<file path="src/rtl/lcd_bus_writer.sv">
// HD44780-style bus timing stage: takes one byte per valid/ready handshake and drives D/RS/RW/E.
// Optional power-on delay is built only when LCD_POWERUP_WAIT_EN is defined.
module lcd_bus_writer #(
    parameter int SETUP_CYC     = 4,
    parameter int PULSE_CYC     = 25,
    parameter int HOLD_CYC      = 2,
    parameter int WAIT_CYC      = 2000,
    parameter int LONG_WAIT_CYC = 82000,
    parameter int POWERUP_CYC   = 750000
) (
    input  logic       clk,
    input  logic       rst,
    input  logic       cmd_valid,
    output logic       cmd_ready,
    input  logic       cmd_rs,
    input  logic [7:0] cmd_data,
    output logic [7:0] D,
    output logic       RS,
    output logic       RW,
    output logic       E
);

    if (SETUP_CYC < 1 || PULSE_CYC < 1 || HOLD_CYC < 1 || WAIT_CYC < 1 ||
        LONG_WAIT_CYC < 1 || POWERUP_CYC < 1) begin : g_bad_param
        $error("lcd_bus_writer: all cycle parameters must be >= 1");
    end

    localparam logic [31:0] SETUP_LD = 32'(SETUP_CYC - 1);
    localparam logic [31:0] PULSE_LD = 32'(PULSE_CYC - 1);
    localparam logic [31:0] HOLD_LD  = 32'(HOLD_CYC - 1);
    localparam logic [31:0] WAIT_LD  = 32'(WAIT_CYC - 1);
    localparam logic [31:0] LONG_LD  = 32'(LONG_WAIT_CYC - 1);

    typedef enum logic [2:0] {
        S_PWRUP, S_IDLE, S_SETUP, S_PULSE, S_HOLD, S_WAIT
    } state_t;

    state_t      state_q, state_d;
    logic [31:0] cnt_q, cnt_d;
    logic [7:0]  d_q, d_d;
    logic        rs_q, rs_d;
    logic        e_q, e_d;
    logic        ready_q, ready_d;

    // Clear (0x01) and home (0x02/0x03) need the long execution time.
    function automatic logic is_long(input logic rs, input logic [7:0] data);
        return !rs && (data[7:2] == 6'd0) && (data[1:0] != 2'd0);
    endfunction

    always_comb begin
        state_d = state_q;
        cnt_d   = cnt_q;
        d_d     = d_q;
        rs_d    = rs_q;
        case (state_q)
            S_PWRUP: begin
`ifdef LCD_POWERUP_WAIT_EN
                // Counter starts at 0 out of reset, so power-up counts upward.
                if (cnt_q == 32'(POWERUP_CYC - 1)) begin
                    state_d = S_IDLE;
                    cnt_d   = '0;
                end else begin
                    cnt_d = cnt_q + 32'd1;
                end
`else
                state_d = S_IDLE;
`endif
            end
            S_IDLE: begin
                if (cmd_valid && ready_q) begin
                    d_d     = cmd_data;
                    rs_d    = cmd_rs;
                    state_d = S_SETUP;
                    cnt_d   = SETUP_LD;
                end
            end
            S_SETUP: begin
                if (cnt_q == '0) begin
                    state_d = S_PULSE;
                    cnt_d   = PULSE_LD;
                end else begin
                    cnt_d = cnt_q - 32'd1;
                end
            end
            S_PULSE: begin
                if (cnt_q == '0) begin
                    state_d = S_HOLD;
                    cnt_d   = HOLD_LD;
                end else begin
                    cnt_d = cnt_q - 32'd1;
                end
            end
            S_HOLD: begin
                if (cnt_q == '0) begin
                    state_d = S_WAIT;
                    cnt_d   = is_long(rs_q, d_q) ? LONG_LD : WAIT_LD;
                end else begin
                    cnt_d = cnt_q - 32'd1;
                end
            end
            S_WAIT: begin
                if (cnt_q == '0) begin
                    state_d = S_IDLE;
                end else begin
                    cnt_d = cnt_q - 32'd1;
                end
            end
            default: begin
                state_d = S_PWRUP;
                cnt_d   = '0;
            end
        endcase
        // E and ready are registered from the next state so they change cleanly on the edge.
        e_d     = (state_d == S_PULSE);
        ready_d = (state_d == S_IDLE);
    end

    always_ff @(posedge clk or posedge rst) begin
        if (rst) begin
            state_q <= S_PWRUP;
            cnt_q   <= '0;
            d_q     <= '0;
            rs_q    <= 1'b0;
            e_q     <= 1'b0;
            ready_q <= 1'b0;
        end else begin
            state_q <= state_d;
            cnt_q   <= cnt_d;
            d_q     <= d_d;
            rs_q    <= rs_d;
            e_q     <= e_d;
            ready_q <= ready_d;
        end
    end

    assign cmd_ready = ready_q;
    assign D         = d_q;
    assign RS        = rs_q;
    assign E         = e_q;
    assign RW        = 1'b0;

endmodule

</file>
<file path="config.mk">
export PLATFORM = sky130hd
export DESIGN_NAME = lcd_bus_writer
export DESIGN_NICKNAME = d
export VERILOG_FILES = /design/src/rtl/lcd_bus_writer.sv
export SDC_FILE = /design/constraint.sdc
export NUM_CORES = 1
export LEC_CHECK = 0
export ABC_AREA = 1
export BUFFER_PORTS_ARGS = -buffer_cell sky130_fd_sc_hd__buf_2
export CORE_ASPECT_RATIO = 2
export CORE_MARGIN = 4
export CORE_UTILIZATION = 34
export DETAILED_ROUTE_END_ITERATION = 7
export SLEW_MARGIN = 20
export SYNTH_ARGS = -nofsm -noshare
export SYNTH_HDL_FRONTEND = slang
export SYNTH_SLANG_ARGS = --single-unit
</file>
<file path="constraint.sdc">
create_clock -name clk -period 3.75 [get_ports clk]
set_input_delay 0.1875 -clock clk [delete_from_list [all_inputs] [get_ports clk]]
set_output_delay 0.1875 -clock clk [all_outputs]
set_load 0.05 [all_outputs]
</file>
==> results.yml <==
final_layout:
  final_common_cell: "sky130_fd_sc_hd__nand2_1"
  areaGrowthSynthToFinish_pct: 11.4
  layout.filler_cells: 955
  antennaDiodeCount: 0
  fraction_of_layout_cells_with_a_size_suffix_above_1_pct: 14.2
  final_util_pct: 38.6
  fin_area_um2: 3450
  layout.nets: 485
  final_cell_mix: "sky130_fd_sc_hd__nand2_1, sky130_fd_sc_hd__nor2_1, sky130_fd_sc_hd__inv_1"
synthesis:
  synth_seq_cells: 46
  synthesis.nets: 464
  yosysWarningCount: 0
  ys_seq_area_share_pct: 37.2
  netlist_area_before_placement_um2: 3100
  yosys-top-cells-area: "sky130_fd_sc_hd__dfrtp_1, sky130_fd_sc_hd__nand2_1, sky130_fd_sc_hd__nor2_1"
  synth_area_leader_cell: "sky130_fd_sc_hd__dfrtp_1"
  syn-instance-count: 449
  synth.lib_cells_used.distinct: 37
  synthesis.area_per_instance_um2: 6.90
  synth.top_cell.area_share_pct: 37.2
power:
  share_clk_of_total_power_pct: 19.7
  cell_internal_pwr_uw: 1380
  powerDensity_nw_per_um2: 750
  power_leakage_uw: 0.00179
  part_of_the_power_in_combinational_logic_pct: 47.3
  p_sw_uw: 1200
  power.share.switching_pct: 46.5
  seq_power_share_pct: 33.0
  ir_worst_vdd_mv: 0.434
die:
  dieArea_um2: 10800
  die_w_um: 75.5
  io-pin-count: 24
  row_count: 49
  die_h_um: 143
  initial_utilization_pct: 34.6
  fp.coreArea_um2: 8950
grt:
  grt_max_degree: 47
  vias_in_the_first_global_route: 2885
  grt_first_pass_wirelength_um: 14100
  globalRoute.totalOverflow: 0
  antenna_violations_before_repair: 0
  grt_util_all_layers_pct: 17.7
placement:
  placement.io_buffers: 22
  dpl_worst_slack_ns: 1.58
  dpl.hpwl_um: 6900
  postPlaceCellArea_um2: 3280
  finalWeightedCongestion: 0.893
critical_path:
  worstSetupPathType: "reg -> reg"
  endpoint_kind: "flop"
  cp-start-kind: "flop"
  crit_required_ns: 3.96
  worstPathArrival_ns: 2.40
  reg2reg_setup_slack_ns: 1.56
  path_max_fanout: 19
  crit_path_end: "cnt_q[1]$_DFFE_PP0P_"
  endpoint_of_the_most_critical_register_to_register_path: "cnt_q[1]$_DFFE_PP0P_"
  crit_path_start: "cnt_q[0]$_DFFE_PP0P_"
  worst_r2r_startpoint: "cnt_q[0]$_DFFE_PP0P_"
  worst-r2r-cell-count: 11
timing:
  rsz_0062_raised_after_global_routing: "false"
  slew_violations: 0
  final-hold-violation-count: 0
  fin_skew_ns: 0.00637
  maxSlewHeadroom_pct: 44.4
  final_min_period_over_clock_period_pct: 58.4
  slew_of_the_pin_with_the_lowest_slew_margin_ns: 0.833
  post-route-worst-setup-slack_ns: 1.56
  clock.fmax_mhz: 456
  setup_viol_count_final: 0
  holdWs_ns: 0.0182
  tns_ns: 0
  layout_min_cycle_time_ns: 2.19
clocking:
  ctsLongestPathBuffers: 2
  cts_inserted_buffers: 5
  clk_pin_slew_ns: 0.06
  ctsHtreeMaxLevel: 2
  post-cts-setup-buffers: 0
  post_cts_resize_count: 0
  postCtsHoldBufs: 0
  cts_tree: "built"
  root_buffer: "sky130_fd_sc_hd__clkbuf_16"
  clock_sinks: 46
  clock_insertion_delay_worst_skew_ns: 0.29
status:
  status: "finished clean"
flow_run:
  cap_viol_max_count: 0
routing:
  detailedRoute.firstIterationViolations: 167
  drc: 0
  routed_via_density: 4.95
  wirelength_um: 8690
  detailroute.via_count: 2837
  drtPass1Iterations: 4
  routedWlPerCell_um: 15.2
  ant_nets: 0
min_path:
  hp-class: "in -> async"
[final cells by class]
type                    instances  area [um^2]  share of cell area [%]
repair buffers                 22          110                    3.19
clock inverters                 1         30.0                   0.870
inverters                      54          206                    5.98
clock buffers                   7          133                    3.84
flip-flops and latches         46         1150                    33.4
well taps                     102          128                    3.70
multi-input cells             341         1690                    49.1
[power groups by stage]
stage | logic, uW | clock network [uW] | registers, uW
after floorplan | 895 | 0 | 881
after global placement | 1210 | 0 | 856
after detailed placement | 1220 | 0 | 858
after CTS | 1230 | 515 | 852
after global routing | 1370 | 533 | 876
final | 1220 | 509 | 853
[kinds of logic after synthesis]
logic type | share of synthesized area, %
simple gates | 42.6
buf+inv | 8.53
flops | 37.2
compound gates | 6.95
xor+xnor | 3.39
fa+ha+maj | 1.21
other cells | 0.121
[per-stage QoR]
stage,cells,total power (uW)
finish,573,2590
global route,573,2780
CTS,573,2600
detailed placement,565,2080
global placement,565,2070
floorplan,449,1780
[per-layer routing]
layer,GRT usage (%),wire length [um]
met4,12.4,641
met3,2.33,200
met5,0,0
met2,32.6,4850
met1,16.9,3000
[critical path: stages, from the launching register on]
cell and delay (ns):
sky130_fd_sc_hd__dfrtp_1 0.37, sky130_fd_sc_hd__inv_1 0.11, sky130_fd_sc_hd__ha_1 0.24, sky130_fd_sc_hd__nand2_1 0.08, sky130_fd_sc_hd__nor2_2 0.05, sky130_fd_sc_hd__nand2_4 0.11
sky130_fd_sc_hd__nor2_8 0.07, sky130_fd_sc_hd__nand2_4 0.12, sky130_fd_sc_hd__nand2_4 0.16, sky130_fd_sc_hd__nor2_2 0.51, sky130_fd_sc_hd__nand2_1 0.10, sky130_fd_sc_hd__o21ai_0 0.17
[registers in the layout (all words and copies together), names as in the netlist]
register,count
D,8
E,1
RS,1
cmd_ready,1
cnt_q,32
state_q,3
[worst min path at each step]
stage | start | to | slack [ns] | cells after the start
floorplan | cmd_data[0] | D[0]$_DFFE_PP0P_ | 0.31 | 2
global placement | cmd_data[0] | D[0]$_DFFE_PP0P_ | 0.40 | 3
detailed placement | cmd_data[0] | D[0]$_DFFE_PP0P_ | 0.40 | 3
CTS | cmd_data[0] | D[0]$_DFFE_PP0P_ | 0.11 | 3
global route | rst | cmd_ready$_DFF_PP0_ | 0.10 | 2
finish | rst | cmd_ready$_DFF_PP0_ | 0.02 | 2
[synthesized netlist by cell type, drive strengths merged]
| cell type | number |
|---|---|
| conb | 1 |
| xnor2 | 7 |
| o21ai | 22 |
| and2 | 1 |
| o21bai | 5 |
| ha | 3 |
| nor2 | 85 |
| nand2 | 148 |
| nor3 | 11 |
| dfrtp | 46 |
| nand3 | 36 |
| o22ai | 2 |
| a21boi | 2 |
| xor2 | 5 |
| nand4 | 7 |
| a211oi | 1 |
| inv | 54 |
| nand3b | 2 |
| a21oi | 2 |
| buf | 6 |
| or2 | 1 |
| clkbuf | 2 |
No activity file was read; power rests on OpenSTA's default activity.
